$ cat src/rtl/sloc_pkg.sv
// Shared defaults and FSM encoding for the sound-localisation correlator slice.
package sloc_pkg;

  localparam int W_DEF      = 11;
  localparam int N_DEF      = 20;
  localparam int MAXLAG_DEF = 8;
  localparam int ACCW_DEF   = 2*W_DEF + $clog2(N_DEF);
  localparam int LAGW_DEF   = $clog2(MAXLAG_DEF) + 2;

  typedef enum logic [1:0] {
    IDLE,
    MAC,
    CMP,
    DONE
  } state_e;

endpackage

$ cat src/rtl/xcorr_bank.sv
// Ping-pong sample store: one bank fills from the ADC stream while the other is
// read by the correlator; a completed window swaps banks only when compute is idle.
module xcorr_bank
  import sloc_pkg::*;
#(
  parameter int W    = W_DEF,
  parameter int N    = N_DEF,
  parameter int IDXW = $clog2(N)
) (
  input  logic                clk_clk,
  input  logic                reset,
  input  logic                sample_valid,
  input  logic signed [W-1:0] ch_a,
  input  logic signed [W-1:0] ch_b,
  input  logic                compute_idle,
  input  logic [IDXW-1:0]     rd_idx_a,
  input  logic [IDXW-1:0]     rd_idx_b,
  output logic signed [W-1:0] rd_a,
  output logic signed [W-1:0] rd_b,
  output logic                start,
  output logic                overrun
);

  localparam logic [IDXW-1:0] I_TOP = IDXW'(N - 1);

  logic signed [W-1:0] mem_a_q [2][N];
  logic signed [W-1:0] mem_a_d [2][N];
  logic signed [W-1:0] mem_b_q [2][N];
  logic signed [W-1:0] mem_b_d [2][N];
  logic [IDXW-1:0]     fill_idx_q, fill_idx_d;
  logic                fill_sel_q, fill_sel_d;
  logic                start_q, start_d;
  logic                overrun_q, overrun_d;

  // A completed window is dropped (index rewinds, bank kept) if compute is busy.
  always_comb begin
    mem_a_d    = mem_a_q;
    mem_b_d    = mem_b_q;
    fill_idx_d = fill_idx_q;
    fill_sel_d = fill_sel_q;
    start_d    = 1'b0;
    overrun_d  = 1'b0;
    if (sample_valid) begin
      mem_a_d[fill_sel_q][fill_idx_q] = ch_a;
      mem_b_d[fill_sel_q][fill_idx_q] = ch_b;
      if (fill_idx_q == I_TOP) begin
        fill_idx_d = '0;
        if (compute_idle) begin
          fill_sel_d = ~fill_sel_q;
          start_d    = 1'b1;
        end else begin
          overrun_d  = 1'b1;
        end
      end else begin
        fill_idx_d = fill_idx_q + IDXW'(1);
      end
    end
  end

  always_ff @(posedge clk_clk) begin
    if (reset) begin
      fill_idx_q <= '0;
      fill_sel_q <= 1'b0;
      start_q    <= 1'b0;
      overrun_q  <= 1'b0;
    end else begin
      fill_idx_q <= fill_idx_d;
      fill_sel_q <= fill_sel_d;
      start_q    <= start_d;
      overrun_q  <= overrun_d;
    end
    mem_a_q <= mem_a_d;
    mem_b_q <= mem_b_d;
  end

  assign rd_a    = mem_a_q[~fill_sel_q][rd_idx_a];
  assign rd_b    = mem_b_q[~fill_sel_q][rd_idx_b];
  assign start   = start_q;
  assign overrun = overrun_q;

endmodule

$ cat src/rtl/tdoa_xcorr.sv
// TDOA cross-correlator: a single MAC sweeps lags -MAXLAG..+MAXLAG over the
// compute bank and reports the lag of peak correlation (earliest lag wins ties).
module tdoa_xcorr
  import sloc_pkg::*;
#(
  parameter int W      = W_DEF,
  parameter int N      = N_DEF,
  parameter int MAXLAG = MAXLAG_DEF,
  parameter int ACCW   = 2*W + $clog2(N),
  parameter int LAGW   = $clog2(MAXLAG) + 2
) (
  input  logic                   clk_clk,
  input  logic                   reset,
  input  logic                   sample_valid,
  input  logic signed [W-1:0]    ch_a,
  input  logic signed [W-1:0]    ch_b,
  output logic                   busy,
  output logic                   result_valid,
  output logic signed [LAGW-1:0] best_lag,
  output logic signed [ACCW-1:0] best_corr,
  output logic                   overrun
);

  localparam int IDXW = $clog2(N);
  localparam logic [IDXW-1:0]        I_TOP = IDXW'(N - 1);
  localparam logic signed [LAGW-1:0] K_MIN = LAGW'(-MAXLAG);
  localparam logic signed [LAGW-1:0] K_MAX = LAGW'(MAXLAG);

  state_e                 state_q, state_d;
  logic signed [LAGW-1:0] k_q, k_d;
  logic [IDXW-1:0]        i_q, i_d;
  logic signed [ACCW-1:0] acc_q, acc_d;
  logic signed [ACCW-1:0] peak_q, peak_d;
  logic signed [LAGW-1:0] peak_lag_q, peak_lag_d;
  logic                   busy_q, busy_d;
  logic                   result_valid_q, result_valid_d;
  logic signed [LAGW-1:0] best_lag_q, best_lag_d;
  logic signed [ACCW-1:0] best_corr_q, best_corr_d;

  logic [IDXW-1:0]        rd_idx_b;
  logic signed [W-1:0]    rd_a, rd_b;
  logic signed [2*W-1:0]  prod;
  logic                   bank_start, bank_idle;
  logic [IDXW-1:0]        i_last;
  logic signed [LAGW-1:0] k_next;
  logic                   take_peak;

  xcorr_bank #(.W(W), .N(N), .IDXW(IDXW)) u_bank (
    .clk_clk      (clk_clk),
    .reset        (reset),
    .sample_valid (sample_valid),
    .ch_a         (ch_a),
    .ch_b         (ch_b),
    .compute_idle (bank_idle),
    .rd_idx_a     (i_q),
    .rd_idx_b     (rd_idx_b),
    .rd_a         (rd_a),
    .rd_b         (rd_b),
    .start        (bank_start),
    .overrun      (overrun)
  );

  // i+k is always inside the window, so modular index arithmetic is exact.
  assign rd_idx_b  = i_q + IDXW'(k_q);
  assign prod      = (2*W)'(rd_a) * (2*W)'(rd_b);
  assign bank_idle = (state_q == IDLE) && !bank_start;
  assign i_last    = k_q[LAGW-1] ? I_TOP : I_TOP - IDXW'(k_q);
  assign k_next    = k_q + LAGW'(1);
  assign take_peak = (k_q == K_MIN) || (acc_q > peak_q);

  always_comb begin
    state_d        = state_q;
    k_d            = k_q;
    i_d            = i_q;
    acc_d          = acc_q;
    peak_d         = peak_q;
    peak_lag_d     = peak_lag_q;
    busy_d         = busy_q;
    result_valid_d = 1'b0;
    best_lag_d     = best_lag_q;
    best_corr_d    = best_corr_q;
    case (state_q)
      IDLE: begin
        if (bank_start) begin
          state_d = MAC;
          k_d     = K_MIN;
          i_d     = IDXW'(MAXLAG);
          acc_d   = '0;
          busy_d  = 1'b1;
        end
      end
      MAC: begin
        acc_d = acc_q + ACCW'(prod);
        if (i_q == i_last) begin
          state_d = CMP;
        end else begin
          i_d = i_q + IDXW'(1);
        end
      end
      CMP: begin
        if (take_peak) begin
          peak_d     = acc_q;
          peak_lag_d = k_q;
        end
        if (k_q == K_MAX) begin
          state_d        = DONE;
          busy_d         = 1'b0;
          result_valid_d = 1'b1;
          best_corr_d    = take_peak ? acc_q : peak_q;
          best_lag_d     = take_peak ? k_q : peak_lag_q;
        end else begin
          state_d = MAC;
          k_d     = k_next;
          i_d     = k_next[LAGW-1] ? IDXW'(-k_next) : '0;
          acc_d   = '0;
        end
      end
      DONE: begin
        state_d = IDLE;
      end
      default: begin
        state_d = IDLE;
      end
    endcase
  end

  always_ff @(posedge clk_clk) begin
    if (reset) begin
      state_q        <= IDLE;
      k_q            <= '0;
      i_q            <= '0;
      acc_q          <= '0;
      peak_q         <= '0;
      peak_lag_q     <= '0;
      busy_q         <= 1'b0;
      result_valid_q <= 1'b0;
      best_lag_q     <= '0;
      best_corr_q    <= '0;
    end else begin
      state_q        <= state_d;
      k_q            <= k_d;
      i_q            <= i_d;
      acc_q          <= acc_d;
      peak_q         <= peak_d;
      peak_lag_q     <= peak_lag_d;
      busy_q         <= busy_d;
      result_valid_q <= result_valid_d;
      best_lag_q     <= best_lag_d;
      best_corr_q    <= best_corr_d;
    end
  end

  assign busy         = busy_q;
  assign result_valid = result_valid_q;
  assign best_lag     = best_lag_q;
  assign best_corr    = best_corr_q;

endmodule

$ cat config.mk
export PLATFORM = sky130hd
export DESIGN_NAME = tdoa_xcorr
export DESIGN_NICKNAME = d
export VERILOG_FILES = /design/src/rtl/sloc_pkg.sv /design/src/rtl/xcorr_bank.sv /design/src/rtl/tdoa_xcorr.sv
export SDC_FILE = /design/constraint.sdc
export NUM_CORES = 1
export LEC_CHECK = 0
export BUFFER_PORTS_ARGS = -buffer_cell sky130_fd_sc_hd__buf_2
export CORE_UTILIZATION = 54
export CTS_BUF_LIST = sky130_fd_sc_hd__clkbuf_4 sky130_fd_sc_hd__clkbuf_8 sky130_fd_sc_hd__clkbuf_16
export DETAILED_ROUTE_END_ITERATION = 10
export PLACE_DENSITY = 0.81
export SLEW_MARGIN = 20
export SYNTH_ARGS = -nofsm -noshare
export SYNTH_HDL_FRONTEND = slang
export SYNTH_HIERARCHICAL = 1
export SYNTH_SLANG_ARGS = --single-unit
$ cat constraint.sdc
create_clock -name clk_clk -period 11.2 [get_ports clk_clk]
set_input_delay 2.8 -clock clk_clk [delete_from_list [all_inputs] [get_ports clk_clk]]
set_output_delay 2.8 -clock clk_clk [all_outputs]
set_load 0.02 [all_outputs]
# --- After elaboration in Yosys (flattened, before gate mapping) ---
# Index checks and enable logic that the tools add are counted.
# W data, S select, Z words.
totals:
  wordCells: 191
  regBits: 993
  output_inout_bits: 35
op_classes:
  mul: 1
  magnitude_cmp: 8
  reduce_logical: 17
  bitwise_logic: 9
  n_mux: 43
  n_eq_ne: 12
  n_addsub: 7
op_table:
  columns: ["operator", "n"]
  rows:
  - ["$mux W220", 7]
  - ["$bwmux W440", 2]
  - ["$demux W220 S1", 1]
  - ["$bmux W11 S5", 2]
  - ["$mux W27", 3]
  - ["$pmux W27 S3", 1]
  - ["$demux W11 S5", 1]
  - ["$mux W11", 5]
  - ["$mux W5", 9]
  - ["$add A27 B22 Y27", 1]
  - ["$gt A27 B27 Y1", 1]
  - ["$mul A11 B11 Y22", 1]
  - ["$ge A6 B6 Y1 const B", 3]
  - ["$not A5 Y6", 3]
  - ["$pmux W5 S3", 1]
  - ["$reduce_and A3 Y1", 4]
  - ["$add A5 B1 Y5 const B", 2]
  - ["$eq A5 B5 Y1 const B", 2]
  - ["$pmux W5 S2", 1]
  - ["$ne A2 B2 Y1 const B", 4]
  - ["$pmux W2 S4", 1]
  - ["$lt A6 B1 Y1 const B", 1]
  - ["$mux W2", 3]
  - ["$add A5 B2 Y5 const B", 1]
  - ["24 further kinds", 37]

# --- Logic depth before layout (Yosys ltp) ---
# Gate-level depths: netlist (run 1).
logic_depth:
  word_depth: 11
  depth_mapped: 30

# --- By module ---
# Netlist (run 1), hierarchy kept.
by_module_without_submodules:
  columns: ["mod", "instances", "area_each_um2", "cells_each", "seq_area_each_um2"]
  rows:
  - ["xcorr_bank", 1, 34117.7, 1533, 26585.5]
  - ["tdoa_xcorr", 1, 11977.7, 1394, 2102.0]

# --- Worst setup path after synthesis (run 1) ---
# OpenSTA, ideal clock, no wires.
synth_timing:
  path_type: "reg2reg"
  from: "register k_q[1]"
  to: "register acc_q[25]"
  setup_time_ps: 120
  t_required_ps: 11080
  synth_period_minus_slack_ps: 7827
  slack_ps: 3373
  n_path_buf: 3
  t_arrival_ps: 7708
  stages_incl_launch_ff: 29
  cell_sequence: "dfxtp_1 > clkbuf_1 > inv_1 > fa_1 > xnor2_1 > nor2b_1 > clkbuf_1 > a22o_1 > a211oi_1 > o32ai_1 > clkbuf_1 > nand2_1 > inv_1 > fa_1 > inv_1 > fa_1 > fa_1 > inv_1 > fa_1 > inv_1 > fa_1 > inv_1 > ha_1 > a21o_1 > a31oi_1 > a21oi_1 > a22o_1 > o31a_1 > a211o_1"
synth_via:
  elab_chain_len: 8
  elab_cells_between_ends: 11
  cone_classes: "add/sub: 2; mul: 1; eq/ne: 2; mux: 4; bitwise: 1; reduce/logical: 1"
synth_rtl:
  columns: ["element", "line", "rtl"]
  rows:
  - ["from (decl)", "tdoa_xcorr.sv:30", "logic signed [LAGW-1:0] k_q, k_d;"]
  - ["from (signal assigned)", "tdoa_xcorr.sv:141", "k_q <= k_d;"]
  - ["$add A5 B5 Y5", "tdoa_xcorr.sv:64", "assign rd_idx_b = i_q + IDXW'(k_q);"]
  - ["via rd_idx_b[2]", "tdoa_xcorr.sv:40", "logic [IDXW-1:0] rd_idx_b;"]
  - ["$not A5 Y6", "xcorr_bank.sv:77", "assign rd_b = mem_b_q[~fill_sel_q][rd_idx_b];"]
  - ["$bmux W11 S5", "xcorr_bank.sv:77", null]
  - ["$mux W11 (not written as such) (2 in series)", "xcorr_bank.sv:77", null]
  - ["via rd_b[2]", "tdoa_xcorr.sv:41", "logic signed [W-1:0] rd_a, rd_b;"]
  - ["$mul A11 B11 Y22", "tdoa_xcorr.sv:65", "assign prod = (2*W)'(rd_a) * (2*W)'(rd_b);"]
  - ["$add A27 B22 Y27", "tdoa_xcorr.sv:93", "acc_d = acc_q + ACCW'(prod);"]
  - ["$pmux W27 S3", "tdoa_xcorr.sv:82", "case (state_q)"]
  - ["to (signal assigned)", "tdoa_xcorr.sv:132", "acc_q <= '0;"]
  - ["to (signal assigned)", "tdoa_xcorr.sv:143", "acc_q <= acc_d;"]
  - ["to (decl)", "tdoa_xcorr.sv:32", "logic signed [ACCW-1:0] acc_q, acc_d;"]
# The timed path passes the listed nets, and every way through them passes these cells. The select of a mux whose other input is x is not followed.
# A chain may end at the register's enable or synchronous reset.

# --- Final worst setup path (run 1) ---
layout_timing:
  from: "register i_q[0]"
  to: "register acc_q[26]"
layout_via:
  elab_chain_len: 8
  elab_cells_between_ends: 12
  cone_classes: "add/sub: 2; mul: 1; mux: 7; bitwise: 2"
layout_rtl:
  columns: ["element", "line", "rtl"]
  rows:
  - ["from (decl)", "tdoa_xcorr.sv:31", "logic [IDXW-1:0] i_q, i_d;"]
  - ["from (signal assigned)", "tdoa_xcorr.sv:142", "i_q <= i_d;"]
  - ["$add A5 B5 Y5", "tdoa_xcorr.sv:64", null]
  - ["via rd_idx_b[2]", "tdoa_xcorr.sv:40", null]
  - ["$not A5 Y6", "xcorr_bank.sv:77", null]
  - ["$bmux W11 S5", "xcorr_bank.sv:77", null]
  - ["$mux W11 (not written as such) (2 in series)", "xcorr_bank.sv:77", null]
  - ["via rd_b[0]", "tdoa_xcorr.sv:41", null]
  - ["$mul A11 B11 Y22", "tdoa_xcorr.sv:65", null]
  - ["$add A27 B22 Y27", "tdoa_xcorr.sv:93", null]
  - ["$pmux W27 S3", "tdoa_xcorr.sv:82", null]
# The timed path passes the listed nets, and every way through them passes these cells. The select of a mux whose other input is x is not followed.

==> results by group, run 1 <==
STA
  – RSZ-0062 raised after global routing: false
  – Final setup violation count: 0
  – Least-Margin Pin Slew: around 1.2 ns
  – Clk_skew: between 0.09 and 0.1 ns
  – Setup ws final: around 1.6 ns
  – Peak Freq: between 100 and 150 MHz
  – Minimum clock period: around 9.6 ns
  – Slew HR: 21.07%
  – Crit share post-route: a little under nine tenths
  – Setup TNS: 0 ns
  – Final count of pins violating max slew: 0
  – Final Hold Vio Count: 0

Synthesis
  – Yosys warnings: 6
  – Most frequent cell after synthesis: edfxtp_1
  – Area leader, netlist: edfxtp_1
  – Post-synth top flop: edfxtp_1
  – Synth cell count leaders: 880 x edfxtp_1, 281 x inv_1, 176 x mux4_2
  – Synth Instances: ~2,900
  – Top cells by area in the synthesized netlist: edfxtp_1 57%, mux4_2 8.6%, fa_1 7.0%, dfxtp_1 4.9%, ha_1 3.1%
  – EDFF count, synth: between 800 and 900
  – Syn_nets: 3,229
  – Synthesized area: 46,100 sq um
  – Async SR Flop Fraction: 0%
  – Yosys top cell area share: 57.33%
  – Flops & latches, synth: roughly 990
  – Netlist cell types: 77
  – Avg Synthesized Cell Area: roughly 16 sq um
  – Register area share after synthesis: about 62%

Setup path
  – CP Capture Type: flip-flop
  – Critical Path AT: 10.14 ns
  – Data required, critical path: 11.74 ns
  – CP startpoint kind: flip-flop
  – Worst-path fanout max: 30
  – Worst stage delay on the critical path: 0.85 ns
  – Cell mode on critical path: fa_1
  – Kind of critical path: flip-flop to flip-flop
  – Max stage delay cell, worst path: and2_1

Final layout
  – Layout area overhead: 10.65%
  – Design Area, Final: between 50,000 and 60,000 sq um
  – Fraction of layout cells with a size suffix above 1: around 17%
  – NumNets Final: approximately 3,300
  – Number of antenna diodes: 0

Worst hold path
  – Hold Crit Class: flip-flop to flip-flop

Placed design
  – Number of port buffers: 59
  – Placed inst area: 47,750 sq um
  – Hpwl dp: slightly below 70,000 microns
  – Pre-CTS WS: around 1.7 ns
  – Final GP Congestion: between 0.8 and 0.9

Drt
  – Via/cell ratio: 6.390
  – Routed WL per cell: roughly 27 microns
  – DRT antenna net count: 0
  – Final wirelength: 113,400 microns
  – Iter 0 DRT Violations: ~3,100
  – Detailed Routing Iterations Pass 1: 6
  – # DRC: 0
  – Via count: between 20,000 and 30,000

Global route
  – Total GRT Usage: between 20% and 30%
  – Vias in the first global route: 27,770
  – Overflow left after global routing: 0
  – Largest net degree at the start of global routing: 79
  – Initial antenna violation count: 2
  – First-pass GRT wire length: ~170,000 microns

Die
  – Chip Height: 294.2 microns
  – Rows: around 110
  – Initial Util: a little over half
  – Placeable Area: 84,090 sq um
  – DIE AREA: just under 90,000 sq um
  – Die Wd: 294.2 microns
  – I/O Pins: 60

Clock network
  – H-tree depth: 3
  – Inserted Clock Buffers: 94
  – Clk slew on worst S/H paths: 0.06 ns
  – Post-CTS Setup Inserts: 0
  – Post-cts resize count: 0
  – Post-cts hold buffer count: 0
  – Clk_lat worst skew: about 0.70 ns
  – Largest buffer count on any clock path: 3
  – TritonCTS clock tree: done
  – CTS sink cnt: slightly below 1,000
  – Root Driver: clkbuf_16

Run
  – Max cap viols: 0

Run status
  – Result of the run: complete, no violations
-- registers in the layout, indices dropped and copies added (netlist names) --
name               cells
acc_q                 27
best_corr             27
best_lag               5
busy                   1
i_q                    5
k_q                    5
peak_lag_q             5
peak_q                27
result_valid           1
state_q                2
u_bank/fill_idx_q      5
u_bank/fill_sel_q      1
u_bank/mem_a_q       440
u_bank/mem_b_q       440
u_bank/overrun         1
u_bank/start           1
-- final cells by class --
type                    count  area [sq um]
inverters                 282          1059
fillers                  5927         33080
clock buffers             112          2511
well taps                1134          1419
flip-flops and latches    993         28700
clock inverters            61         709.4
repair buffers            127         828.3
multi-input cells        1484         15780
-- worst paths after layout --
path | start | end | slack, ns | cells past startpoint
setup / recovery | i_q[0] | acc_q[26] | 1.59 | 25
hold / removal | peak_lag_q[3] | peak_lag_q[3] | 0.46 | 2
setup reg to reg | i_q[0] | acc_q[26] | 1.59 | 25
hold reg to reg | peak_lag_q[3] | peak_lag_q[3] | 0.46 | 2
-- routing by layer --
metal | wire [microns] | up-vias | track usage (%)
li1 | - | 11200 | -
met1 | 41190 | 13530 | 34.27
met2 | 55190 | 1684 | 43.78
met3 | 11530 | 379 | 5.302
met4 | 5484 | 4 | 11.84
met5 | 21 | - | 0
-- per-stage QoR --
stage | utilization (%) | hold slack, ns | cells
2_1_floorplan | - | 0.4350 | 2927
3_3_place_gp | 56.78 | 0.4460 | 4017
3_5_place_dp | 56.79 | 0.4494 | 4018
4_1_cts | 60.62 | 0.4539 | 4191
6_report | 60.66 | 0.4551 | 4193
5_1_grt | 60.66 | 0.4814 | 4193
-- placed cells by master (no fill, tap or decap), types with 25 or more instances in the layout --
cell	synthesis	routed
a31oi_1	35	35
and2_1	50	50
o221ai_1	38	38
inv_1	281	280
nand3_1	65	65
o2111ai_1	27	27
a22o_1	39	39
dfxtp_1	113	111
edfxtp_1	880	880
fa_1	162	162
clkbuf_16	0	95
buf_4	14	64
nand2_1	124	124
o21ai_0	84	84
o31ai_1	25	25
ha_1	115	114
mux2i_1	109	109
mux4_2	176	176
a211oi_1	38	38
a21oi_1	62	62
nor2_1	99	58
buf_2	32	60
-- worst max-delay path: cells and delay by family, from the launching register on --
family / cells / cell delay, ns
AOI/OAI and AO/OA: 7 / 2.69
xor gates and xnor gates: 1 / 0.55
adders and majority gates: 8 / 3.49
DFF: 1 / 0.67
buffers and inverters: 6 / 0.61
and+or+nand+nor: 3 / 1.46
-- cell families after synthesis --
family / count (synthesis) / synth area share (%)
multiplexers: 300 / 11.33
flip-flops: 993 / 62.24
AND/OR/NAND/NOR: 421 / 4.490
adder cells (fa/ha/maj): 277 / 10.16
buffers and inverters: 450 / 4.142
AO/OA/AOI/OAI: 450 / 6.897
XOR/XNOR: 36 / 0.7465
Power of run 1 is left out: the tool's default activity adds up to more than one toggle a clock period on the data nets, which glitch-free logic cannot reach.
==> run 2: changes to the inputs <==
--- a/config.mk
+++ b/config.mk
@@ -5,11 +5,12 @@
 export SDC_FILE = /design/constraint.sdc
 export NUM_CORES = 1
 export LEC_CHECK = 0
-export BUFFER_PORTS_ARGS = -buffer_cell sky130_fd_sc_hd__buf_2
+export BUFFER_PORTS_ARGS = -buffer_cell sky130_fd_sc_hd__buf_4
 export CORE_UTILIZATION = 54
 export CTS_BUF_LIST = sky130_fd_sc_hd__clkbuf_4 sky130_fd_sc_hd__clkbuf_8 sky130_fd_sc_hd__clkbuf_16
 export DETAILED_ROUTE_END_ITERATION = 10
 export PLACE_DENSITY = 0.81
+export RECOVER_POWER = 25
 export SLEW_MARGIN = 20
 export SYNTH_ARGS = -nofsm -noshare
 export SYNTH_HDL_FRONTEND = slang
==> results by group, run 2 (synthesis gave the netlist of run 1 again) <==
Drt
  – Via count: 26,840 (+0.18%)
  – Detailed Routing Iterations Pass 1: 6 (unchanged)
  – Met2 wire length: 54,230 microns (-1.8%)
  – Final wirelength: 112,100 microns (-1.2%)
  – DR WL met3: 10,690 microns (-7.3%)
  – DRT antenna net count: 0 (unchanged)
  – Iter 0 DRT Violations: 2,955 (-4.6%)
  – Routed length on met1: 42,830 microns (+4.0%)
  – Via/cell ratio: 6.401 (+0.18%)
  – Top routing layer used: met5
  – # DRC: 0 (unchanged)
  – Routed WL per cell: 26.73 microns (-1.2%)

STA
  – Minimum clock period: 9.262 ns (-0.3448 ns)
  – Clk_skew: 0.04833 ns (-0.04560 ns)
  – Peak Freq: 108.0 MHz (+3.7%)
  – Setup ws final: 1.938 ns (+0.3449 ns)
  – Crit share post-route: 82.70% (-3.1 points)
  – Setup TNS: 0 ns (unchanged)
  – Final setup violation count: 0 (unchanged)
  – Least-Margin Pin Slew: 1.990 ns (+0.8060 ns)
  – Slew HR: -32.66% (-54 points)
  – Final Hold Vio Count: 0 (unchanged)
  – Final count of pins violating max slew: 820 (+820)
  – RSZ-0062 raised after global routing: false

Die
  – DIE AREA: 86,530 sq um (unchanged)
  – Initial Util: 54.82% (unchanged)
  – Rows: 106 (unchanged)
  – I/O Pins: 60 (unchanged)
  – Placeable Area: 84,090 sq um (unchanged)
  – Die Wd: 294.2 microns (unchanged)
  – Chip Height: 294.2 microns (unchanged)

Clock network
  – Root Driver: clkbuf_16
  – TritonCTS clock tree: done
  – CTS sink cnt: 993 (unchanged)
  – Post-CTS Setup Inserts: 0 (unchanged)
  – Post-cts resize count: 0 (unchanged)
  – Post-cts hold buffer count: 0 (unchanged)
  – Largest buffer count on any clock path: 3 (unchanged)
  – Inserted Clock Buffers: 94 (unchanged)
  – Clk slew on worst S/H paths: 0.06 ns (about the same)
  – Clk_lat worst skew: 0.69 ns (about the same)
  – H-tree depth: 3 (unchanged)

Final layout
  – Fraction of layout cells with a size suffix above 1: 16.68% (-0.81 points)
  – Final non-filler cell total: 4,193 (unchanged)
  – Most frequent cells in the layout: 880 x edfxtp_1, 280 x inv_1, 176 x mux4_2
  – Design Area, Final: 50,870 sq um (-0.25%)
  – Biggest registers after layout: u_bank/mem_a_q x440, u_bank/mem_b_q x440
  – Layout area overhead: 10.37%
  – NumNets Final: 3,286 (+0.061%)
  – Commonest non-fill, non-tap cell in the layout: edfxtp_1

Run status
  – Result of the run: finished, violations left
  – Failing checks: max-capacitance violations, max-slew violations

Setup path
  – CP Capture Type: flip-flop
  – Worst-path fanout max: 28 (-6.7%)
  – Worst stage delay on the critical path: 0.85 ns (about the same)
  – Max stage delay cell, worst path: and2_1
  – Kind of critical path: flip-flop to flip-flop
  – CP startpoint kind: flip-flop
  – Reg2reg setup slack: 1.94 ns (+0.34 ns)
  – Critical Path AT: 9.80 ns (-0.34 ns)
  – Data required, critical path: 11.73 ns (about the same)
  – Critical path cell sequence: ha_4 > inv_1 > fa_1 > inv_1 > nand3_2 > o221ai_1 > a211oi_1 > o32ai_2 > and2_1 > fa_1 > inv_1 > fa_1 > fa_1 > inv_1 > fa_1 > inv_1 > fa_1 > inv_1 > ha_1 > and3_1 > a2111oi_2 > o211ai_1 > a41o_1 > a311o_1

Placed design
  – Number of port buffers: 59 (unchanged)
  – Pre-CTS WS: 2.014 ns (+0.3361 ns)
  – Placed inst area: 47,900 sq um (+0.31%)
  – Dpl cells: 4,021 (+0.075%)
  – Hpwl dp: 67,680 microns (-1.7%)
  – Final GP Congestion: 0.8936 (+0.66%)

Worst hold path
  – Hold Crit Class: flip-flop to flip-flop

Global route
  – Vias in the first global route: 27,330 (-1.6%)
  – Total GRT Usage: 26.24% (-0.33 points)
  – First-pass GRT wire length: 169,000 microns (-0.93%)
  – Initial antenna violation count: 2 (unchanged)
  – Largest net degree at the start of global routing: 71 (-10%)
  – Overflow left after global routing: 0 (unchanged)

Run
  – Max cap viols: 20 (+20)
[run 2: worst max-delay path: cells and delay by family, from the launching register on]
kind | cells | cell delay, ns
fa+ha+maj | 8 | 3.55
buf+inv | 6 | 0.89
flops | 1 | 0.61
simple gates | 3 | 1.50
compound gates | 7 | 2.56
[run 2: stage by stage]
step | utilization, % | hold WS [ns]
after floorplan | - | 0.4350
after global placement | 56.93 | 0.4451
after detailed placement | 56.96 | 0.4562
after CTS | 60.57 | 0.4654
after global routing | 60.50 | 0.4870
final | 60.50 | 0.4597
[run 2: final timing paths]
kind,to,cells after the start,from
worst max-delay path,acc_q[26],24,i_q[0]
worst min register to register,peak_lag_q[3],2,peak_lag_q[3]
worst min-delay path,peak_lag_q[3],2,peak_lag_q[3]
worst max register to register,acc_q[26],24,i_q[0]
[run 2: metal layers]
| metal | vias up | global-route usage, % |
|---|---|---|
| met2 | 1632 | 42.38 |
| met3 | 314 | 4.743 |
| li1 | 11230 | - |
| met4 | 2 | 9.604 |
| met1 | 13660 | 35.86 |
| met5 | - | 0 |
[run 2: area by class of cell]
| cell class | instances | area, sq um |
|---|---|---|
| clock buffers | 114 | 2544 |
| repair buffers | 129 | 938.4 |
| diodes | 1 | 2.502 |
| multi-input cells | 1484 | 15730 |
| inverters | 282 | 1059 |
| clock inverters | 56 | 488.0 |
| fillers | 5946 | 33210 |
| flip-flops and latches | 993 | 28700 |
| well taps | 1134 | 1419 |
Power of run 2 is left out for the same reason.
